`src/rtl/sram_bist_march_ctrl_pkg.sv`:
```
// Shared types and constants for the March C- SRAM BIST controller.
// The checkerboard background is only used when SRAM_BIST_CKBD_EN is defined.
package sram_bist_pkg;

  typedef enum logic [1:0] {
    ST_IDLE  = 2'd0,
    ST_RUN   = 2'd1,
    ST_DRAIN = 2'd2,
    ST_DONE  = 2'd3
  } state_t;

  typedef enum logic [2:0] {
    E0 = 3'd0,
    E1 = 3'd1,
    E2 = 3'd2,
    E3 = 3'd3,
    E4 = 3'd4,
    E5 = 3'd5
  } elem_t;

  // Polarity bits select D1 (inverted background) when set.
  typedef struct packed {
    logic down;
    logic rd_inv;
    logic wr_inv;
    logic has_rd;
    logic has_wr;
  } elem_cfg_t;

  localparam logic [7:0] CKBD_PATTERN = 8'h55;

  function automatic elem_cfg_t elem_cfg(input elem_t e);
    elem_cfg_t c;
    c = '0;
    case (e)
      E0:      c = '{down: 1'b0, rd_inv: 1'b0, wr_inv: 1'b0, has_rd: 1'b0, has_wr: 1'b1};
      E1:      c = '{down: 1'b0, rd_inv: 1'b0, wr_inv: 1'b1, has_rd: 1'b1, has_wr: 1'b1};
      E2:      c = '{down: 1'b0, rd_inv: 1'b1, wr_inv: 1'b0, has_rd: 1'b1, has_wr: 1'b1};
      E3:      c = '{down: 1'b1, rd_inv: 1'b0, wr_inv: 1'b1, has_rd: 1'b1, has_wr: 1'b1};
      E4:      c = '{down: 1'b1, rd_inv: 1'b1, wr_inv: 1'b0, has_rd: 1'b1, has_wr: 1'b1};
      E5:      c = '{down: 1'b0, rd_inv: 1'b0, wr_inv: 1'b0, has_rd: 1'b1, has_wr: 1'b0};
      default: c = '0;
    endcase
    return c;
  endfunction

endpackage

```
`src/rtl/sram_bist_march_ctrl_if.sv`:
```
// BIST-side connection between the March C- controller and an SRAM macro.
interface sram_bist_march_ctrl_if #(
  parameter int P_ADDR_WIDTH = 8,
  parameter int P_DATA_WIDTH = 8
) ();
  logic                    A_BIST_EN;
  logic                    A_BIST_MEN;
  logic                    A_BIST_WEN;
  logic                    A_BIST_REN;
  logic [P_ADDR_WIDTH-1:0] A_BIST_ADDR;
  logic [P_DATA_WIDTH-1:0] A_BIST_DIN;
  logic [P_DATA_WIDTH-1:0] A_BIST_BM;
  logic [P_DATA_WIDTH-1:0] A_DOUT;

  modport master (
    output A_BIST_EN, A_BIST_MEN, A_BIST_WEN, A_BIST_REN,
    output A_BIST_ADDR, A_BIST_DIN, A_BIST_BM,
    input  A_DOUT
  );

  modport slave (
    input  A_BIST_EN, A_BIST_MEN, A_BIST_WEN, A_BIST_REN,
    input  A_BIST_ADDR, A_BIST_DIN, A_BIST_BM,
    output A_DOUT
  );
endinterface

```
`src/rtl/sram_bist_march_ctrl_cmp.sv`:
```
// Read-compare pipeline: tracks each read through the macro's one-cycle read
// latency, compares A_DOUT against the expected data and keeps the first miscompare.
module sram_bist_cmp #(
  parameter int P_ADDR_WIDTH = 8,
  parameter int P_DATA_WIDTH = 8
) (
  input  logic                    clk,
  input  logic                    rst_n,
  input  logic                    clear,
  input  logic                    rd_issue,
  input  logic [P_DATA_WIDTH-1:0] rd_exp,
  input  logic [P_ADDR_WIDTH-1:0] rd_addr,
  input  logic [P_DATA_WIDTH-1:0] dout,
  output logic                    fail,
  output logic [P_ADDR_WIDTH-1:0] fail_addr,
  output logic [P_DATA_WIDTH-1:0] fail_data
);

  logic                    pres_vld, samp_vld;
  logic [P_DATA_WIDTH-1:0] pres_exp, samp_exp;
  logic [P_ADDR_WIDTH-1:0] pres_addr, samp_addr;

  // Stage 1 loads with the presented read, stage 2 at the macro's sampling edge.
  always_ff @(posedge clk or negedge rst_n) begin
    if (!rst_n) begin
      pres_vld  <= 1'b0;
      pres_exp  <= '0;
      pres_addr <= '0;
      samp_vld  <= 1'b0;
      samp_exp  <= '0;
      samp_addr <= '0;
    end else begin
      pres_vld  <= rd_issue;
      pres_exp  <= rd_exp;
      pres_addr <= rd_addr;
      samp_vld  <= pres_vld;
      samp_exp  <= pres_exp;
      samp_addr <= pres_addr;
    end
  end

  always_ff @(posedge clk or negedge rst_n) begin
    if (!rst_n) begin
      fail      <= 1'b0;
      fail_addr <= '0;
      fail_data <= '0;
    end else if (clear) begin
      fail      <= 1'b0;
      fail_addr <= '0;
      fail_data <= '0;
    end else if (samp_vld && (dout != samp_exp) && !fail) begin
      fail      <= 1'b1;
      fail_addr <= samp_addr;
      fail_data <= dout;
    end
  end

endmodule

```
`src/rtl/sram_bist_march_ctrl.sv`:
```
// March C- BIST sequencer for a single-port SRAM BIST port.
// Define SRAM_BIST_CKBD_EN to append a second pass on a 0x55 checkerboard background.
module sram_bist_march_ctrl
  import sram_bist_pkg::*;
#(
  parameter int P_ADDR_WIDTH = 8,
  parameter int P_DATA_WIDTH = 8
) (
  input  logic                    A_BIST_CLK,
  input  logic                    A_BIST_RST_N,
  input  logic                    START,
  output logic                    BUSY,
  output logic                    DONE,
  output logic                    FAIL,
  output logic [P_ADDR_WIDTH-1:0] FAIL_ADDR,
  output logic [P_DATA_WIDTH-1:0] FAIL_DATA,
  sram_bist_march_ctrl_if.master  bist
);

  localparam logic [P_ADDR_WIDTH-1:0] ADDR_MAX = '1;
  localparam logic [P_ADDR_WIDTH-1:0] ADDR_ONE = P_ADDR_WIDTH'(1);

  state_t                  state_q, state_d;
  elem_t                   elem_q, elem_d;
  logic [P_ADDR_WIDTH-1:0] addr_q, addr_d;
  logic                    phase_q, phase_d;
  logic                    start_run, last_op, op_rd, run_d;
  logic [P_DATA_WIDTH-1:0] bg_d, exp_d;

  logic                    busy_q, done_q, men_q, wen_q, ren_q;
  logic [P_ADDR_WIDTH-1:0] addr_out_q;
  logic [P_DATA_WIDTH-1:0] din_q, bm_q;

`ifdef SRAM_BIST_CKBD_EN
  logic                    pass_q, pass_d;
  logic [P_DATA_WIDTH-1:0] ckbd;

  always_comb begin
    ckbd = '0;
    for (int i = 0; i < P_DATA_WIDTH; i++) ckbd[i] = CKBD_PATTERN[i % 8];
  end
`endif

  // Sequencer state describes the op that will be presented after the next edge;
  // the macro-facing outputs are decoded from it and registered.
  always_comb begin
    state_d   = state_q;
    elem_d    = elem_q;
    addr_d    = addr_q;
    phase_d   = phase_q;
    start_run = 1'b0;
`ifdef SRAM_BIST_CKBD_EN
    pass_d    = pass_q;
`endif
    last_op = !(elem_cfg(elem_q).has_rd && elem_cfg(elem_q).has_wr) || phase_q;

    case (state_q)
      ST_IDLE, ST_DONE: begin
        if (START) begin
          state_d   = ST_RUN;
          elem_d    = E0;
          addr_d    = '0;
          phase_d   = 1'b0;
          start_run = 1'b1;
`ifdef SRAM_BIST_CKBD_EN
          pass_d    = 1'b0;
`endif
        end
      end
      ST_RUN: begin
        if (!last_op) begin
          phase_d = 1'b1;
        end else begin
          phase_d = 1'b0;
          if (addr_q == (elem_cfg(elem_q).down ? '0 : ADDR_MAX)) begin
            if (elem_q == E5) begin
`ifdef SRAM_BIST_CKBD_EN
              if (!pass_q) begin
                pass_d = 1'b1;
                elem_d = E0;
                addr_d = '0;
              end else begin
                state_d = ST_DRAIN;
              end
`else
              state_d = ST_DRAIN;
`endif
            end else begin
              elem_d = elem_t'(elem_q + 3'd1);
              addr_d = elem_cfg(elem_d).down ? ADDR_MAX : '0;
            end
          end else begin
            addr_d = elem_cfg(elem_q).down ? (addr_q - ADDR_ONE) : (addr_q + ADDR_ONE);
          end
        end
      end
      ST_DRAIN: state_d = ST_DONE;
      default:  state_d = ST_IDLE;
    endcase

`ifdef SRAM_BIST_CKBD_EN
    bg_d  = pass_d ? ckbd : '0;
`else
    bg_d  = '0;
`endif
    run_d = (state_d == ST_RUN);
    op_rd = run_d && elem_cfg(elem_d).has_rd && (!elem_cfg(elem_d).has_wr || !phase_d);
    exp_d = elem_cfg(elem_d).rd_inv ? ~bg_d : bg_d;
  end

  always_ff @(posedge A_BIST_CLK or negedge A_BIST_RST_N) begin
    if (!A_BIST_RST_N) begin
      state_q    <= ST_IDLE;
      elem_q     <= E0;
      addr_q     <= '0;
      phase_q    <= 1'b0;
      busy_q     <= 1'b0;
      done_q     <= 1'b0;
      men_q      <= 1'b0;
      wen_q      <= 1'b0;
      ren_q      <= 1'b0;
      addr_out_q <= '0;
      din_q      <= '0;
      bm_q       <= '0;
`ifdef SRAM_BIST_CKBD_EN
      pass_q     <= 1'b0;
`endif
    end else begin
      state_q    <= state_d;
      elem_q     <= elem_d;
      addr_q     <= addr_d;
      phase_q    <= phase_d;
      busy_q     <= (state_d == ST_RUN) || (state_d == ST_DRAIN);
      done_q     <= (state_d == ST_DONE);
      men_q      <= run_d;
      wen_q      <= run_d && !op_rd;
      ren_q      <= op_rd;
      addr_out_q <= run_d ? addr_d : '0;
      din_q      <= (run_d && !op_rd) ? (elem_cfg(elem_d).wr_inv ? ~bg_d : bg_d) : '0;
      bm_q       <= run_d ? '1 : '0;
`ifdef SRAM_BIST_CKBD_EN
      pass_q     <= pass_d;
`endif
    end
  end

  sram_bist_cmp #(
    .P_ADDR_WIDTH (P_ADDR_WIDTH),
    .P_DATA_WIDTH (P_DATA_WIDTH)
  ) u_cmp (
    .clk       (A_BIST_CLK),
    .rst_n     (A_BIST_RST_N),
    .clear     (start_run),
    .rd_issue  (op_rd),
    .rd_exp    (exp_d),
    .rd_addr   (addr_d),
    .dout      (bist.A_DOUT),
    .fail      (FAIL),
    .fail_addr (FAIL_ADDR),
    .fail_data (FAIL_DATA)
  );

  assign BUSY             = busy_q;
  assign DONE             = done_q;
  assign bist.A_BIST_EN   = busy_q;
  assign bist.A_BIST_MEN  = men_q;
  assign bist.A_BIST_WEN  = wen_q;
  assign bist.A_BIST_REN  = ren_q;
  assign bist.A_BIST_ADDR = addr_out_q;
  assign bist.A_BIST_DIN  = din_q;
  assign bist.A_BIST_BM   = bm_q;

endmodule

```
`src/flat_wrapper.sv`:
```
// flat-port wrapper written by rule: the top's interface ports become plain ports
module sram_bist_march_ctrl_flat import sram_bist_pkg::*;
#(
  parameter int P_ADDR_WIDTH = 8,
  parameter int P_DATA_WIDTH = 8
)
  (A_BIST_CLK, A_BIST_RST_N, START, BUSY, DONE, FAIL, FAIL_ADDR, FAIL_DATA, bist_A_BIST_EN, bist_A_BIST_MEN, bist_A_BIST_WEN, bist_A_BIST_REN, bist_A_BIST_ADDR, bist_A_BIST_DIN, bist_A_BIST_BM, bist_A_DOUT);
  sram_bist_march_ctrl_if #(.P_ADDR_WIDTH(P_ADDR_WIDTH), .P_DATA_WIDTH(P_DATA_WIDTH)) bist_i ();
  input  logic A_BIST_CLK;
  input  logic A_BIST_RST_N;
  input  logic START;
  output logic BUSY;
  output logic DONE;
  output logic FAIL;
  output logic [P_ADDR_WIDTH-1:0] FAIL_ADDR;
  output logic [P_DATA_WIDTH-1:0] FAIL_DATA;
  output wire logic [$bits(bist_i.A_BIST_EN)-1:0] bist_A_BIST_EN;
  output wire logic [$bits(bist_i.A_BIST_MEN)-1:0] bist_A_BIST_MEN;
  output wire logic [$bits(bist_i.A_BIST_WEN)-1:0] bist_A_BIST_WEN;
  output wire logic [$bits(bist_i.A_BIST_REN)-1:0] bist_A_BIST_REN;
  output wire logic [$bits(bist_i.A_BIST_ADDR)-1:0] bist_A_BIST_ADDR;
  output wire logic [$bits(bist_i.A_BIST_DIN)-1:0] bist_A_BIST_DIN;
  output wire logic [$bits(bist_i.A_BIST_BM)-1:0] bist_A_BIST_BM;
  input wire logic [$bits(bist_i.A_DOUT)-1:0] bist_A_DOUT;
  assign bist_A_BIST_EN = bist_i.A_BIST_EN;
  assign bist_A_BIST_MEN = bist_i.A_BIST_MEN;
  assign bist_A_BIST_WEN = bist_i.A_BIST_WEN;
  assign bist_A_BIST_REN = bist_i.A_BIST_REN;
  assign bist_A_BIST_ADDR = bist_i.A_BIST_ADDR;
  assign bist_A_BIST_DIN = bist_i.A_BIST_DIN;
  assign bist_A_BIST_BM = bist_i.A_BIST_BM;
  assign bist_i.A_DOUT = bist_A_DOUT;
  sram_bist_march_ctrl #(.P_ADDR_WIDTH(P_ADDR_WIDTH), .P_DATA_WIDTH(P_DATA_WIDTH)) u_core (.A_BIST_CLK(A_BIST_CLK), .A_BIST_RST_N(A_BIST_RST_N), .START(START), .BUSY(BUSY), .DONE(DONE), .FAIL(FAIL), .FAIL_ADDR(FAIL_ADDR), .FAIL_DATA(FAIL_DATA), .bist(bist_i));
endmodule
```
`config.mk`:
```
export PLATFORM = sky130hd
export DESIGN_NAME = sram_bist_march_ctrl_flat
export DESIGN_NICKNAME = d
export VERILOG_FILES = /design/src/rtl/sram_bist_march_ctrl_pkg.sv /design/src/rtl/sram_bist_march_ctrl_if.sv /design/src/rtl/sram_bist_march_ctrl_cmp.sv /design/src/rtl/sram_bist_march_ctrl.sv /design/src/flat_wrapper.sv
export SDC_FILE = /design/constraint.sdc
export NUM_CORES = 1
export LEC_CHECK = 0
export CORE_AREA = 2 2 97 99
export DETAILED_ROUTE_END_ITERATION = 8
export DIE_AREA = 0 0 99 101
export GPL_TIMING_DRIVEN = 0
export PLACE_DENSITY = 0.69
export RECOVER_POWER = 50
export SYNTH_ARGS = -nofsm -noshare
export SYNTH_HDL_FRONTEND = slang
export SYNTH_HIERARCHICAL = 1
export SYNTH_SLANG_ARGS = --single-unit
```
`constraint.sdc`:
```
create_clock -name A_BIST_CLK -period 3.3 [get_ports A_BIST_CLK]
set_input_delay 0.66 -clock A_BIST_CLK [delete_from_list [all_inputs] [get_ports A_BIST_CLK]]
set_output_delay 0.66 -clock A_BIST_CLK [all_outputs]
set_load 0.02 [all_outputs]
```
# Word-level counts from Yosys, hierarchy flattened
# Cells that the tools add are included.
# op_classes
n_addsub	3
eq_ne	23
muxes	46
reduce_logical	20
# ops
cell	n
$mux W8	16
$pmux W5 S6	2
$mux W5	9
$pmux W4 S6	1
$eq A3 B2 Y1 const B	6
$eq A3 B3 Y1 const B	6
$pmux W8 S2	1
$mux W3	4
$eq A3 B1 Y1 const B	3
$logic_not A3 Y1	3
$add A8 B1 Y8 const B	1
$eq A2 B2 Y1 const B	4
$eq A8 B8 Y1	1
$mux W2	4
$ne A8 B8 Y1	1
$sub A8 B1 Y8 const B	1
$logic_and A1 B1 Y1	6
$mux W1	6
$pmux W2 S3	1
$pmux W3 S2	1
$logic_not A1 Y1	5
$eq A2 B1 Y1 const B	2
$add A3 B1 Y3 const B	1
$logic_or A1 B1 Y1	3
other kinds (4)	4
# word_totals
ff_bits	85
inputBits	11
output_inout_bits	47
elab_cells	111

# Longest topological paths before layout
# logic_depth
depth_word	20
ltp_mapped	19
ltp_nobuf	17

# Modules after synthesis
# The synthesis kept the hierarchy.
# by_module_without_submodules
mod	n_inst	cells_each	area_each_um2	seq_area_each_um2
sram_bist_march_ctrl	1	214	2115.8	700.7
sram_bist_cmp	1	117	1796.7	1276.2

# Least setup slack after synthesis
# Ideal clock, no wire load.
# synth_timing
kind	register -> register
startpoint	reg u_core.elem_q[1]
endpoint	reg u_core.ren_q, in the netlist u_core/bist.A_BIST_REN
setup_time_ps	136
arrival_time_ps	3451
t_required_ps	3164
slack_ps	-286
stages_incl_launch_ff	19
n_path_buf	1
synth_period_minus_slack_ps	3586
cell_sequence	dfrtp_1 ha_1 ha_1 nor3_4 nor2_1 o22ai_1 inv_1 ha_1 and4_1 nand3_4 a21o_1 buf_6 nor3_1 nor2_1 nor2_1 o221ai_1 ha_1 inv_1 o31ai_2
# synth_via
word_cells_on_any_way	39
cone_classes	add/sub: 1; eq/ne: 12; mux: 16; reduce/logical: 10
# synth_lines
item	line_no	rtl
start, declared	sram_bist_march_ctrl.sv:24	elem_t elem_q, elem_d;
start signal, assigned	sram_bist_march_ctrl.sv:130	elem_q <= elem_d;
$eq A3 B3 Y1, or another cell as far along	sram_bist_march_ctrl_pkg.sv:35, sram_bist_march_ctrl.sv:76	
$pmux W5 S6	sram_bist_march_ctrl_pkg.sv:35	case (e)
$mux W5	sram_bist_march_ctrl.sv:71	if (!last_op) begin
$mux W5	sram_bist_march_ctrl.sv:57	case (state_q)
$mux W8	sram_bist_march_ctrl.sv:75	if (addr_q == (elem_cfg(elem_q).down ? '0 : ADDR_MAX)) begin
$eq A8 B8 Y1	sram_bist_march_ctrl.sv:75	
$mux W2	sram_bist_march_ctrl.sv:75	
$mux W2 (*)	sram_bist_march_ctrl.sv:71	
$pmux W2 S3 (*)	sram_bist_march_ctrl.sv:57	
$eq A2 B1 Y1 (*)	sram_bist_march_ctrl.sv:106	run_d = (state_d == ST_RUN);
via u_core.run_d	sram_bist_march_ctrl.sv:27	logic start_run, last_op, op_rd, run_d;
$logic_and A1 B1 Y1 (*) (2 in a row)	sram_bist_march_ctrl.sv:107	op_rd = run_d && elem_cfg(elem_d).has_rd && (!elem_cfg(elem_d).has_wr || !phase_d);
via u_core.op_rd	sram_bist_march_ctrl.sv:27	
end signal, assigned	sram_bist_march_ctrl.sv:137	ren_q <= op_rd;
end, declared	sram_bist_march_ctrl.sv:30	logic busy_q, done_q, men_q, wen_q, ren_q;
# Mark *: on every way through the listed nets, which the timed path passes. The rest lies on a longest branch. The select of a mux whose other input is x is not followed.
# A chain may end at the register's enable or synchronous reset.

# Worst setup path after layout
# layout_timing
startpoint	reg u_core.elem_q[0]
endpoint	reg u_core.wen_q, in the netlist u_core/bist.A_BIST_WEN
# layout_via
elab_chain_cells	16
word_cells_on_any_way	41
cone_classes	add/sub: 1; eq/ne: 12; mux: 16; reduce/logical: 12
# layout_lines
item	line_no	rtl
$eq A3 B3 Y1, or another cell as far along	sram_bist_march_ctrl_pkg.sv:35, sram_bist_march_ctrl.sv:76	
$pmux W5 S6	sram_bist_march_ctrl_pkg.sv:35	
$mux W5	sram_bist_march_ctrl.sv:71	
$mux W5	sram_bist_march_ctrl.sv:57	
$mux W8	sram_bist_march_ctrl.sv:75	
$eq A8 B8 Y1	sram_bist_march_ctrl.sv:75	
$mux W3	sram_bist_march_ctrl.sv:75	
$mux W3	sram_bist_march_ctrl.sv:71	
$pmux W3 S2	sram_bist_march_ctrl.sv:57	
$eq A3 B3 Y1, or another cell as far along	sram_bist_march_ctrl_pkg.sv:35	
$pmux W4 S6	--	
$logic_not A1 Y1	sram_bist_march_ctrl.sv:107	
$logic_or A1 B1 Y1	sram_bist_march_ctrl.sv:107	
$logic_and A1 B1 Y1	sram_bist_march_ctrl.sv:107	
$logic_not A1 Y1	sram_bist_march_ctrl.sv:136	wen_q <= run_d && !op_rd;
$logic_and A1 B1 Y1 (*)	sram_bist_march_ctrl.sv:136	
end signal, assigned	sram_bist_march_ctrl.sv:136	
end, declared	sram_bist_march_ctrl.sv:30	
# Mark *: on every way between the ends. The rest lies on a longest branch, timed or not. The select of a mux whose other input is x is not followed.

==> summary.md <==
| Metric | Value |
|---|---|
| Outcome | `complete, but fails checks` |
| Violated checks | `max-capacitance violations, max-slew violations, negative setup slack` |
| I/O pin cnt | `between 50 and 60` |
| Setup slack after layout | `-0.0427 ns` |
| Antenna-violating nets left | `0` |
| Final setup viols | `10` |
| Compound-Gate Fraction of Synth Area | `0.133` |
| R2R Path Start | `u_core/elem_q[0]` |
| First-pass GRT wire length | `12900 um` |
| RSZ-0062 raised after global routing | `yes` |
| Gr ovfl total | `0` |
| Fin crit share | `1.01` |
| Main combinational cell family by area after synthesis | `simple AND/OR/NAND/NOR gates` |
| Synth area leaders | `dfrtp_1 (51%), mux2i_1 (5.1%), nand2b_1 (5.1%)` |
| PortBufs | `57` |
| EDFF count, synth | `0` |
| Clock transition at path regs | `0.09 ns` |
| Clk Latency, worst-skew pair | `about 0.34 ns` |
| Die H | `101 um` |
| R2R depth | `16` |
| Synthesized Nets | `around 360` |
| Ys Warns | `6` |
| RePlAce Congestion | `approximately 0.9` |
| Slew Limit Headroom | `-0.0713` |
| Syn_area_per_cell | `roughly 12 sq um` |
| Pwr dens | `between 500 and 600 nW/um^2` |
| Critical path type | `reg -> reg` |
| Crit path DAT | `3.57 ns` |
| Gr usage total | `0.162` |
| FF+latch count, synth | `slightly below 80` |
| Mapped Cells | `331` |
| Vias | `roughly 2800` |
| Fin area | `5240 sq um` |
| Leakage | `between 0.002 and 0.0025 uW` |
| Post-Synth XOR/XNOR Area | `0.0269` |
| Fmax | `around 300 MHz` |
| CTS Buf Count | `9` |
| Row count | `35` |
| Top-area cell type share of the netlist area | `0.505` |
| Slew Viols, Final | `70` |
| Primary FF master, synth | `dfrtp_1` |
| Number of diodes | `0` |
| Synthesized area | `~3900 sq um` |
| DP Wirelength | `roughly 5500 um` |
| Post-synthesis mux area share | `0.0627` |
| Crit start category | `register` |
| Nets@finish | `451` |
| Routed WL | `approximately 8000 um` |
| CTS Root Cell | `clkbuf_8` |
| Final Core Density | `0.584` |
| Largest net degree at the start of global routing | `70` |
| Placed insts | `500` |
| CP Data Required Time | `3.53 ns` |
| Fraction of the mapped netlist area in adder cells | `0.0531` |
| Avg WL per Cell | `roughly 15 um` |
| Worst-Margin Slew | `around 1.6 ns` |
| Initial antenna violation count | `0` |
| Area after DPL | `between 4000 and 5000 sq um` |
| Worst reg2reg path endpoint | `u_core/bist.A_BIST_WEN` |
| Synth async-reset ratio | `1.00` |
| Area growth, synth to finish | `34.0%` |
| Layout cells sized above 1 | `0.282` |
| Vias per std cell | `around 5.1` |
| Max Cap Violations | `1` |
| Post-Synth Simple-Gate Area | `0.156` |
| Setup slack, reg-to-reg | `-0.04 ns` |
| CTS tree | `built` |
| Worst VDD drop | `around 220 uV` |
| Final Hold Fails | `0` |
| Drt initial violations | `~160` |
| Setup Skew | `0.0115 ns` |
| TritonRoute pass-1 iters | `4` |
| H-tree depth | `3` |
| Critical Path Sink Type | `register` |
| Min Clock Period, post-route | `~3.3 ns` |
| Pre-CTS setup slack | `-0.511 ns` |
| CTS Hold Bufs | `0` |
| CP Max Fanout | `6` |
| Seq/Total Area, Yosys | `0.505` |
| Core region area | `between 8000 and 9000 sq um` |
| Non-Filler Instances | `540` |
| Vias in the first global route | `roughly 2700` |
| Die width | `99 um` |
| Path category of the worst min-delay check | `in -> async` |
| Die area | `10000 sq um` |
| Max clock buf depth | `2` |
| Sink Count | `slightly below 80` |
| Drc violations | `0` |
| Cell variety after synth | `66` |
| Initial Util | `0.436` |
| Yosys top cell by area | `dfrtp_1` |
## kinds of logic (layout without fill, tap and decap cells)
family	after synthesis	after routing
buffers and inverters	38	136
XOR/XNOR	12	12
multiplexers	23	23
AND/OR/NAND/NOR	102	102
AO/OA/AOI/OAI	61	61
adder cells (fa/ha/maj)	16	16
flip-flops	79	79
## sequential cells by signal, summed over array words and instances (netlist names), 2 cells and up
| name | flops |
|---|---|
| u_core/u_cmp/pres_addr | 8 |
| u_core/elem_q | 3 |
| u_core/u_cmp/pres_exp | 8 |
| u_core/u_cmp/samp_addr | 8 |
| u_core/u_cmp/fail_addr | 8 |
| u_core/addr_q | 8 |
| u_core/u_cmp/samp_exp | 8 |
| u_core/state_q | 2 |
| u_core/bist.A_BIST_ADDR | 8 |
| u_core/u_cmp/fail_data | 8 |
## how the worst max path moves through the flow
stage,endpoint,depth (start not counted),startpoint,slack (ns)
2_1_floorplan,u_core/bist.A_BIST_REN,18,u_core/elem_q[1],0.004
3_3_place_gp,u_core/bist.A_BIST_ADDR[3],1,A_BIST_RST_N,-1.07
3_5_place_dp,u_core/u_cmp/pres_vld,18,u_core/elem_q[1],-0.51
4_1_cts,u_core/u_cmp/pres_vld,18,u_core/elem_q[1],-0.01
5_1_grt,u_core/u_cmp/pres_exp[7],16,u_core/elem_q[0],-0.21
6_report,u_core/bist.A_BIST_WEN,16,u_core/elem_q[0],-0.04
## worst max-delay path: stages (launching register included)
cell        delay, ns
dfrtp_1          0.38
buf_6            0.14
clkinvlp_4       0.13
ha_4             0.20
nor3_4           0.18
nor2_1           0.06
o22ai_1          0.15
inv_2            0.15
ha_4             0.30
and4_4           0.23
nand3_4          0.11
buf_6            0.14
a2111oi_4        0.20
o21bai_2         0.16
a32oi_4          0.29
mux2i_2          0.17
o211a_1          0.24
## report_power, final
group          switching, uW  internal [uW]
Sequential              65.5           1070
Combinational            532            504
Clock                    359            305
## timing repair
item	in CTS	in global routing
pin swaps	10	19
resized for setup	22	16
endpoints found under the setup margin	26	32
buffers inserted	18	7
hold endpoints to repair	0	0
## synthesized netlist by cell type (all sizes together), types with 2 or more instances
cell	n
a21oi	13
nor3	7
mux2	2
or2	2
and4	2
nand2b	32
nor2	19
a31oi	3
a21o	6
dfrtp	79
nor4	2
a211oi	2
or2b	5
o21a	2
ha	15
xnor2	2
buf	21
o21ai	10
o22ai	3
a2111oi	2
inv	13
o31ai	2
o21ba	2
nor2b	2
nand3	3
and2	5
mux2i	21
clkbuf	4
xor2	10
nand2	19
## per-layer routing
metal / routed length [um] / vias to the layer above / track usage / part of all wire
met2: 4010 / 85 / 0.271 / 0.50
met5: 0 / - / 0 / 0
met3: 311 / 10 / 0.0312 / 0.039
met1: 3600 / 1355 / 0.210 / 0.45
li1: - / 1317 / - / -
met4: 94 / 0 / 0.0580 / 0.012
## metrics by stage
step	power [uW]	TNS [ns]	hold slack, ns
finish	2830	-0.261	0.272
global route	3000	-3.71	0.313
CTS	2860	-0.0709	0.117
detailed placement	2080	-7.58	0.335
global placement	2060	-90.88	0.332
floorplan	1730	0	0.331
## layout by cell type (no fill, tap or decap), drive strengths merged, types with 2 or more instances in the layout
master         instances
xor2                  10
nand3                  3
o31ai                  2
nor4                   2
xnor2                  2
inv                   15
mux2                   2
ha                    15
o22ai                  3
a211oi                 2
a2111oi                2
dfrtp                 79
buf                   45
clkdlybuf4s50         56
clkbuf                16
a31oi                  3
nand2                 19
or2                    2
nand2b                32
and4                   2
nor2b                  2
mux2i                 21
nor2                  19
nor3                   7
or2b                   5
and2                   5
o21a                   2
o21ba                  2
o21ai                 10
a21oi                 13
clkinvlp               3
a21o                   6
## final cells by class
cell class              instances  area, sq um
clock inverters                 6         52.6
flip-flops and latches         79         1980
fillers                       723         3730
well taps                     111          139
plain buffers                  24          185
multi-input cells             214         1920
repair buffers                 83          777
inverters                      13         52.6
clock buffers                  10          138
No activity file was read; power rests on OpenSTA's default activity.
